**src/rtl/audio_frame_ctrl.sv**
```systemverilog
// audio_frame_ctrl: gates raw audio into the pre-emphasis filter, captures the
// filtered result one cycle later into a circular buffer, and streams
// overlapping frames of FRAME_LEN samples (advancing by HOP) over valid/ready.
// Optional build macro: AFC_FRAME_COUNT_EN adds the frame_count[15:0] output.
module audio_frame_ctrl #(
  parameter int DATA_WIDTH = 16,
  parameter int FRAME_LEN  = 32,
  parameter int HOP        = 16,
  parameter int ADDR_WIDTH = 6
) (
  input  logic                  clk,
  input  logic                  rst_n,
  input  logic                  en,
  input  logic [DATA_WIDTH-1:0] audio_in,
  input  logic                  audio_valid,
  output logic [DATA_WIDTH-1:0] pe_sample_o,
  output logic                  pe_valid_o,
  input  logic [DATA_WIDTH-1:0] pe_data_i,
  output logic [DATA_WIDTH-1:0] frame_data,
  output logic                  frame_valid,
  input  logic                  frame_ready,
  output logic                  frame_first,
  output logic                  frame_last,
  output logic                  overflow,
  output logic                  busy
`ifdef AFC_FRAME_COUNT_EN
  ,
  output logic [15:0]           frame_count
`endif
);

  localparam int DEPTH = 1 << ADDR_WIDTH;
  localparam logic [ADDR_WIDTH:0]   DEPTH_A  = (ADDR_WIDTH+1)'(DEPTH);
  localparam logic [ADDR_WIDTH:0]   FLEN_A   = (ADDR_WIDTH+1)'(FRAME_LEN);
  localparam logic [ADDR_WIDTH:0]   HOP_A    = (ADDR_WIDTH+1)'(HOP);
  localparam logic [ADDR_WIDTH:0]   AVAIL_Z  = {(ADDR_WIDTH+1){1'b0}};
  localparam logic [ADDR_WIDTH-1:0] HOP_P    = ADDR_WIDTH'(HOP);
  localparam logic [ADDR_WIDTH-1:0] LAST_IDX = ADDR_WIDTH'(FRAME_LEN - 1);
  localparam logic [ADDR_WIDTH-1:0] ONE_P    = ADDR_WIDTH'(1);
  localparam logic [ADDR_WIDTH-1:0] PTR_Z    = {ADDR_WIDTH{1'b0}};

  typedef enum logic [1:0] {
    ST_IDLE    = 2'd0,
    ST_COLLECT = 2'd1,
    ST_STREAM  = 2'd2
  } state_e;

  state_e                  state_q, state_d;
  logic [ADDR_WIDTH-1:0]   wr_ptr_q, wr_ptr_d;
  logic [ADDR_WIDTH-1:0]   base_ptr_q, base_ptr_d;
  logic [ADDR_WIDTH-1:0]   rd_idx_q, rd_idx_d;
  logic [ADDR_WIDTH:0]     avail_q, avail_d;
  logic                    cap_pend_q;
  logic                    overflow_q, overflow_d;
  logic [DATA_WIDTH-1:0]   frame_data_q, frame_data_d;
  logic                    frame_valid_q, frame_valid_d;
  logic                    frame_first_q, frame_first_d;
  logic                    frame_last_q, frame_last_d;
  logic [DATA_WIDTH-1:0]   mem_q [DEPTH];

  logic                    cap_s, full_s, wr_en_s, drop_s;
  logic                    xfer_s, last_xfer_s;
  logic [ADDR_WIDTH:0]     avail_nxt_s;
  logic [ADDR_WIDTH-1:0]   rd_cur_s, rd_nxt_s, rd_hop_s;

  assign pe_sample_o = audio_in;
  assign pe_valid_o  = audio_valid & en & (state_q != ST_IDLE);

  // A capture is one cycle behind the filter strobe; IDLE never captures.
  assign cap_s   = cap_pend_q & (state_q != ST_IDLE);
  assign full_s  = (avail_q == DEPTH_A);
  assign wr_en_s = cap_s & ~full_s;
  assign drop_s  = cap_s & full_s;

  assign xfer_s      = (state_q == ST_STREAM) & frame_valid_q & frame_ready;
  assign last_xfer_s = xfer_s & (rd_idx_q == LAST_IDX);

  // Occupancy after this cycle: capture and frame retire may coincide.
  assign avail_nxt_s = avail_q + {{ADDR_WIDTH{1'b0}}, wr_en_s}
                       - (last_xfer_s ? HOP_A : AVAIL_Z);

  assign rd_cur_s = base_ptr_q + rd_idx_q;
  assign rd_nxt_s = rd_cur_s + ONE_P;
  assign rd_hop_s = base_ptr_q + HOP_P;

  // Next-state, pointer bookkeeping and registered frame output selection.
  always_comb begin
    state_d       = state_q;
    wr_ptr_d      = wr_en_s ? (wr_ptr_q + ONE_P) : wr_ptr_q;
    base_ptr_d    = base_ptr_q;
    rd_idx_d      = rd_idx_q;
    avail_d       = avail_nxt_s;
    frame_data_d  = frame_data_q;
    frame_valid_d = frame_valid_q;
    frame_first_d = frame_first_q;
    frame_last_d  = frame_last_q;
    overflow_d    = overflow_q;

    case (state_q)
      ST_IDLE: begin
        wr_ptr_d      = PTR_Z;
        base_ptr_d    = PTR_Z;
        rd_idx_d      = PTR_Z;
        avail_d       = AVAIL_Z;
        frame_valid_d = 1'b0;
        frame_first_d = 1'b0;
        frame_last_d  = 1'b0;
        if (en) begin
          state_d = ST_COLLECT;
        end else begin
          state_d = ST_IDLE;
        end
      end
      ST_COLLECT: begin
        if (!en) begin
          state_d = ST_IDLE;
        end else if (avail_q >= FLEN_A) begin
          state_d  = ST_STREAM;
          rd_idx_d = PTR_Z;
        end else begin
          state_d = ST_COLLECT;
        end
      end
      ST_STREAM: begin
        if (!frame_valid_q) begin
          // Entry cycle: present the beat at rd_idx.
          frame_data_d  = mem_q[rd_cur_s];
          frame_valid_d = 1'b1;
          frame_first_d = (rd_idx_q == PTR_Z);
          frame_last_d  = (rd_idx_q == LAST_IDX);
        end else if (frame_ready) begin
          if (rd_idx_q == LAST_IDX) begin
            base_ptr_d = rd_hop_s;
            rd_idx_d   = PTR_Z;
            if (en && (avail_nxt_s >= FLEN_A)) begin
              // Next frame is already complete: keep valid high, no bubble.
              state_d       = ST_STREAM;
              frame_data_d  = mem_q[rd_hop_s];
              frame_valid_d = 1'b1;
              frame_first_d = 1'b1;
              frame_last_d  = 1'b0;
            end else begin
              state_d       = en ? ST_COLLECT : ST_IDLE;
              frame_valid_d = 1'b0;
              frame_first_d = 1'b0;
              frame_last_d  = 1'b0;
            end
          end else begin
            rd_idx_d      = rd_idx_q + ONE_P;
            frame_data_d  = mem_q[rd_nxt_s];
            frame_valid_d = 1'b1;
            frame_first_d = 1'b0;
            frame_last_d  = ((rd_idx_q + ONE_P) == LAST_IDX);
          end
        end else begin
          state_d = ST_STREAM;
        end
      end
      default: begin
        state_d       = ST_IDLE;
        frame_valid_d = 1'b0;
        frame_first_d = 1'b0;
        frame_last_d  = 1'b0;
      end
    endcase

    if (state_d == ST_IDLE) begin
      overflow_d = 1'b0;
    end else begin
      overflow_d = overflow_q | drop_s;
    end
  end

  // Control and output registers.
  always_ff @(posedge clk or negedge rst_n) begin
    if (!rst_n) begin
      state_q       <= ST_IDLE;
      wr_ptr_q      <= PTR_Z;
      base_ptr_q    <= PTR_Z;
      rd_idx_q      <= PTR_Z;
      avail_q       <= AVAIL_Z;
      cap_pend_q    <= 1'b0;
      overflow_q    <= 1'b0;
      frame_data_q  <= {DATA_WIDTH{1'b0}};
      frame_valid_q <= 1'b0;
      frame_first_q <= 1'b0;
      frame_last_q  <= 1'b0;
    end else begin
      state_q       <= state_d;
      wr_ptr_q      <= wr_ptr_d;
      base_ptr_q    <= base_ptr_d;
      rd_idx_q      <= rd_idx_d;
      avail_q       <= avail_d;
      cap_pend_q    <= pe_valid_o;
      overflow_q    <= overflow_d;
      frame_data_q  <= frame_data_d;
      frame_valid_q <= frame_valid_d;
      frame_first_q <= frame_first_d;
      frame_last_q  <= frame_last_d;
    end
  end

  // Sample buffer write port; storage itself is not reset.
  always_ff @(posedge clk) begin
    if (wr_en_s) begin
      mem_q[wr_ptr_q] <= pe_data_i;
    end
  end

`ifdef AFC_FRAME_COUNT_EN
  logic [15:0] frame_count_q, frame_count_d;

  // Completed-frame counter, held at zero while idle.
  always_comb begin
    if (state_d == ST_IDLE) begin
      frame_count_d = 16'd0;
    end else if (last_xfer_s) begin
      frame_count_d = frame_count_q + 16'd1;
    end else begin
      frame_count_d = frame_count_q;
    end
  end

  // Frame counter register.
  always_ff @(posedge clk or negedge rst_n) begin
    if (!rst_n) begin
      frame_count_q <= 16'd0;
    end else begin
      frame_count_q <= frame_count_d;
    end
  end

  assign frame_count = frame_count_q;
`endif

  assign frame_data  = frame_data_q;
  assign frame_valid = frame_valid_q;
  assign frame_first = frame_first_q;
  assign frame_last  = frame_last_q;
  assign overflow    = overflow_q;
  assign busy        = (state_q != ST_IDLE);

endmodule

```
**config.mk**
```make
export PLATFORM = sky130hd
export DESIGN_NAME = audio_frame_ctrl
export DESIGN_NICKNAME = d
export VERILOG_FILES = /design/src/rtl/audio_frame_ctrl.sv
export SDC_FILE = /design/constraint.sdc
export NUM_CORES = 2
export LEC_CHECK = 0
export BUFFER_PORTS_ARGS = -buffer_cell sky130_fd_sc_hd__buf_2
export CAP_MARGIN = 20
export CORE_UTILIZATION = 55
export CTS_CLUSTER_SIZE = 12
export DETAILED_ROUTE_END_ITERATION = 16
export PLACE_DENSITY = 0.78
export SLEW_MARGIN = 20
export SYNTH_ARGS = -nofsm -noshare
export SYNTH_HDL_FRONTEND = slang
export SYNTH_SLANG_ARGS = --single-unit
```
**constraint.sdc**
```tcl
create_clock -name clk -period 4.2 [get_ports clk]
set_clock_uncertainty 0.15 [all_clocks]
set_input_delay 0.21 -clock clk [delete_from_list [all_inputs] [get_ports clk]]
set_output_delay 0.21 -clock clk [all_outputs]
set_load 0.01 [all_outputs]
```
==> run summary <==
The flow ran to the end, but the final reports show violations. By area the synthesized netlist is led by sky130_fd_sc_hd__edfxtp_1 60%, sky130_fd_sc_hd__mux4_2 25%, sky130_fd_sc_hd__dfrtp_1 2.2%. The final setup violation count was 0. For the length of the first detailed-routing pass in iterations, the log shows 8. The number of nets in the synthesized netlist is 2669. Once layout is complete, the utilization of the core stands at 61.9%. sky130_fd_sc_hd__edfxtp_1 is the most common cell in the netlist. The routed layout has 29800 vias. The worst hold path belongs to the class primary input to flip-flop. The worst setup path is launched from a flip-flop. Dividing the detail-routed wire length by the instance count gives 37.5 µm. The number of different library cells used by synthesis comes to 61. The final reports fail on hold timing. The detail route stage leaves a number of antenna-violating nets equal to 0. The critical path ends at frame_data[6].

In the routed layout, each cell is associated on average with a via count of 7.38. The tools report the worst hold-check slack as -0.0145 ns. At the end of routability-driven placement, the weighted congestion stood at 1.03. Global routing used 44.1% of the available met1 tracks. After legalization and detailed placement, the total HPWL measured 96400 µm. The DRC marker count from the first detailed-route iteration is 5064, and the wire length after detailed routing is 151000 µm. In this run the worst setup path begins at rd_idx_q[0]. The logs give 252 MHz for the maximum clock frequency and 17.6 nW for the static leakage. The tools report the gate count of the mapped netlist as 2615.

The commonest cells after synthesis are 1024 x sky130_fd_sc_hd__edfxtp_1, 571 x sky130_fd_sc_hd__mux4_2, 154 x sky130_fd_sc_hd__nor2_1, 87 x sky130_fd_sc_hd__nand2_1, 83 x sky130_fd_sc_hd__mux2i_1. The largest area contributor in the synthesized netlist was sky130_fd_sc_hd__edfxtp_1. After routing, the total negative slack on setup checks comes to 0 ns. The clock-pin slew reported for the worst setup and hold paths after clock tree synthesis is 0.06 ns, and the worst voltage drop across the vdd grid is 290 µV. The initial standard-cell utilization of the core came out at 55.5%. TritonCTS built the clock tree. For the number of buffers created by CTS, the log shows 109. The critical register-to-register path endpoint is frame_data[6]. Kind of end point of the critical path: a flip-flop. The number of storage elements in the synthesis netlist was 1068; the maximum net fanout on the critical path was 68.

The number of global-route vias before repair is 29900. The run gives 0 as the final global-route overflow total. The slew of the pin with the lowest slew margin was 1.20 ns. Entering global routing, the biggest net connects 136 pins.

Startpoint of the worst-slack reg-to-reg timing path: rd_idx_q[0]. The cell count after placement is 3836. STA puts the critical path data required time at 4.68 ns. The growth of design area from synthesis to finish works out to 11.6%. The number of buffers inserted by post-CTS setup repair was 0; the number of resized instances in the post-cts repair step was 0.

The fraction of the yosys area taken by sequential cells was 62.7%; the die extent in y was 306 µm. After the last flow step, the layout net total stands at 2830. The setup path with the least slack is of type flip-flop to flip-flop. In this run the biggest area consumer among cell types represents 60.5% of the synthesized area. Across the run, the number of max-cap violations was 0. The top flip-flop cell by instance count after synthesis is sky130_fd_sc_hd__edfxtp_1. The initial antenna violation count is 11, and the final cycle utilization of the critical path is 94.7%. After synthesis, the mean cell area works out to 19.4 µm². The Yosys step of the flow raised 0 warnings.

After floorplanning, the core was sized to cover 91700 µm². The total routing usage reported by global routing is 32.9%, and the count of final hold-check violations is 10. Global routing used 49.4% of the available met2 tracks. The tree is rooted in a sky130_fd_sc_hd__clkbuf_16. At the worst endpoint, the arrival time is 4.45 ns. Counting every sink on the clock net gives 1068.

The power density over cell area was 399 nW/µm²; the worst reg2reg path depth was 8. Setup slack on the worst reg-to-reg path comes out at 0.22 ns. The horizontal die dimension works out to 306 µm. Setup repair after global routing left no endpoint under its margin. Buffers placed on the I/O ports in this run total 42. Proportion of register bits with asynchronous set or reset after synthesis: 4.12%. In the final layout, the share of cells above drive strength 1 is 36.4%. The first global-routing pass estimated 217000 µm of wire.

The synthesized netlist occupies a cell area of 50800 µm². During I/O placement, the number of pins put on the boundary was 75. The smallest clock period supported by the final layout is computed as 3.98 ns. Leaving out filler cells and counting taps, the final layout contains 4042. The headroom to the max-slew limit was 18.0%; the clock latency on the worst-skew pair was 0.70 ns. The number of cell rows was 111. The run gives 93600 µm² as the die outline area.

In this run the number of H-tree levels came out at 3. The global-route track usage on met3 came out at 9.59%. The number of enable flip-flop cells after synthesis is 1024, and the number of slew-limit violations in the final report is 0.

met2 is the most crowded layer. The longest clock path from root to sink contains 3 buffers. The number of remaining DRC errors was 0.
power breakdown:
part	switching, W	internal [W]	leakage (nW)
combinational	0.000903	0.000571	6.27
clock	0.00405	0.00509	1.60
sequential	0.000201	0.0118	9.76
total	0.00516	0.0174	17.6
critical path, stage by stage, from the launching register on:
cell	delay (ns)
sky130_fd_sc_hd__dfrtp_4	0.44
sky130_fd_sc_hd__buf_4	0.34
sky130_fd_sc_hd__buf_12	0.45
sky130_fd_sc_hd__buf_4	0.59
sky130_fd_sc_hd__mux4_2	0.34
sky130_fd_sc_hd__and2_1	0.13
sky130_fd_sc_hd__a211oi_1	0.05
sky130_fd_sc_hd__a2111oi_0	1.04
sky130_fd_sc_hd__o32a_1	0.30
through the flow:
| step | instance area (µm²) | worst slack [ns] | hold slack (ns) | total power [W] |
|---|---|---|---|---|
| 2_1_floorplan | 50800 | 0.633 | -0.236 | 0.0129 |
| 3_3_place_gp | 53200 | 0.256 | 0.0360 | 0.0136 |
| 3_5_place_dp | 53200 | 0.303 | 0.0375 | 0.0136 |
| 4_1_cts | 56600 | 0.241 | 0.0196 | 0.0226 |
| 5_1_grt | 56700 | 0.0333 | 0.00464 | 0.0231 |
| 6_report | 56700 | 0.224 | -0.0145 | 0.0226 |
placed cells by master (no fill, tap or decap), types with 25 or more instances in the layout:
cell	instances
sky130_fd_sc_hd__o21ai_0	28
sky130_fd_sc_hd__edfxtp_1	1024
sky130_fd_sc_hd__and2_1	25
sky130_fd_sc_hd__mux2_2	26
sky130_fd_sc_hd__a211oi_1	46
sky130_fd_sc_hd__mux2i_1	83
sky130_fd_sc_hd__nand2_1	87
sky130_fd_sc_hd__nor2_1	120
sky130_fd_sc_hd__a21oi_1	34
sky130_fd_sc_hd__o22ai_1	41
sky130_fd_sc_hd__clkbuf_1	40
sky130_fd_sc_hd__dfrtp_1	40
sky130_fd_sc_hd__nor2b_1	25
sky130_fd_sc_hd__nand3_1	28
sky130_fd_sc_hd__buf_4	193
sky130_fd_sc_hd__clkbuf_16	110
sky130_fd_sc_hd__nor2_2	34
sky130_fd_sc_hd__buf_2	32
sky130_fd_sc_hd__mux4_2	571
worst min-delay path by stage:
stage | from | endpoint | cells after the start
floorplan | rst_n | avail_q[0] | 0
global placement | rst_n | avail_q[5] | 1
detailed placement | rst_n | avail_q[5] | 1
CTS | rst_n | frame_data[15] | 3
global route | pe_data_i[3] | mem_q[16][3] | 1
finish | pe_data_i[3] | mem_q[10][3] | 1
layer usage:
| metal | vias to the layer above | wire length [µm] |
|---|---|---|
| li1 | 11500 | - |
| met1 | 15600 | 52600 |
| met2 | 2290 | 69400 |
| met3 | 461 | 20400 |
| met4 | 6 | 9110 |
| met5 | - | 37 |
registers in the layout (all words and copies together) (netlist names):
| register | count |
|---|---|
| frame_data | 16 |
| frame_last | 1 |
| state_q | 2 |
| overflow | 1 |
| wr_ptr_q | 6 |
| cap_pend_q | 1 |
| mem_q | 1024 |
| frame_first | 1 |
| base_ptr_q | 2 |
| avail_q | 7 |
| frame_valid | 1 |
| rd_idx_q | 6 |
repair_timing:
action,4_1_cts,5_1_grt
endpoints found under the hold margin,53,250
hold buffers,6,9
endpoints found under the setup margin,0,0
logic make-up after synthesis:
kind of cell	share of synthesized area, %
adders and majority gates	0.418
DFF	62.7
xor gates and xnor gates	0.352
AOI/OAI and AO/OA	3.08
and+or+nand+nor	3.44
muxes	27.5
buffers and inverters	2.54
cell type report:
class                   instances  area, µm²
fillers                      6240      35000
clock buffers                 155       2970
well taps                    1186       1480
inverters                      13       51.3
repair buffers                262       2200
multi-input cells            1322      17800
diodes                          1       2.50
flip-flops and latches       1068      31900
clock inverters                35        319
Note: power is estimated with default switching activity, not from simulation.
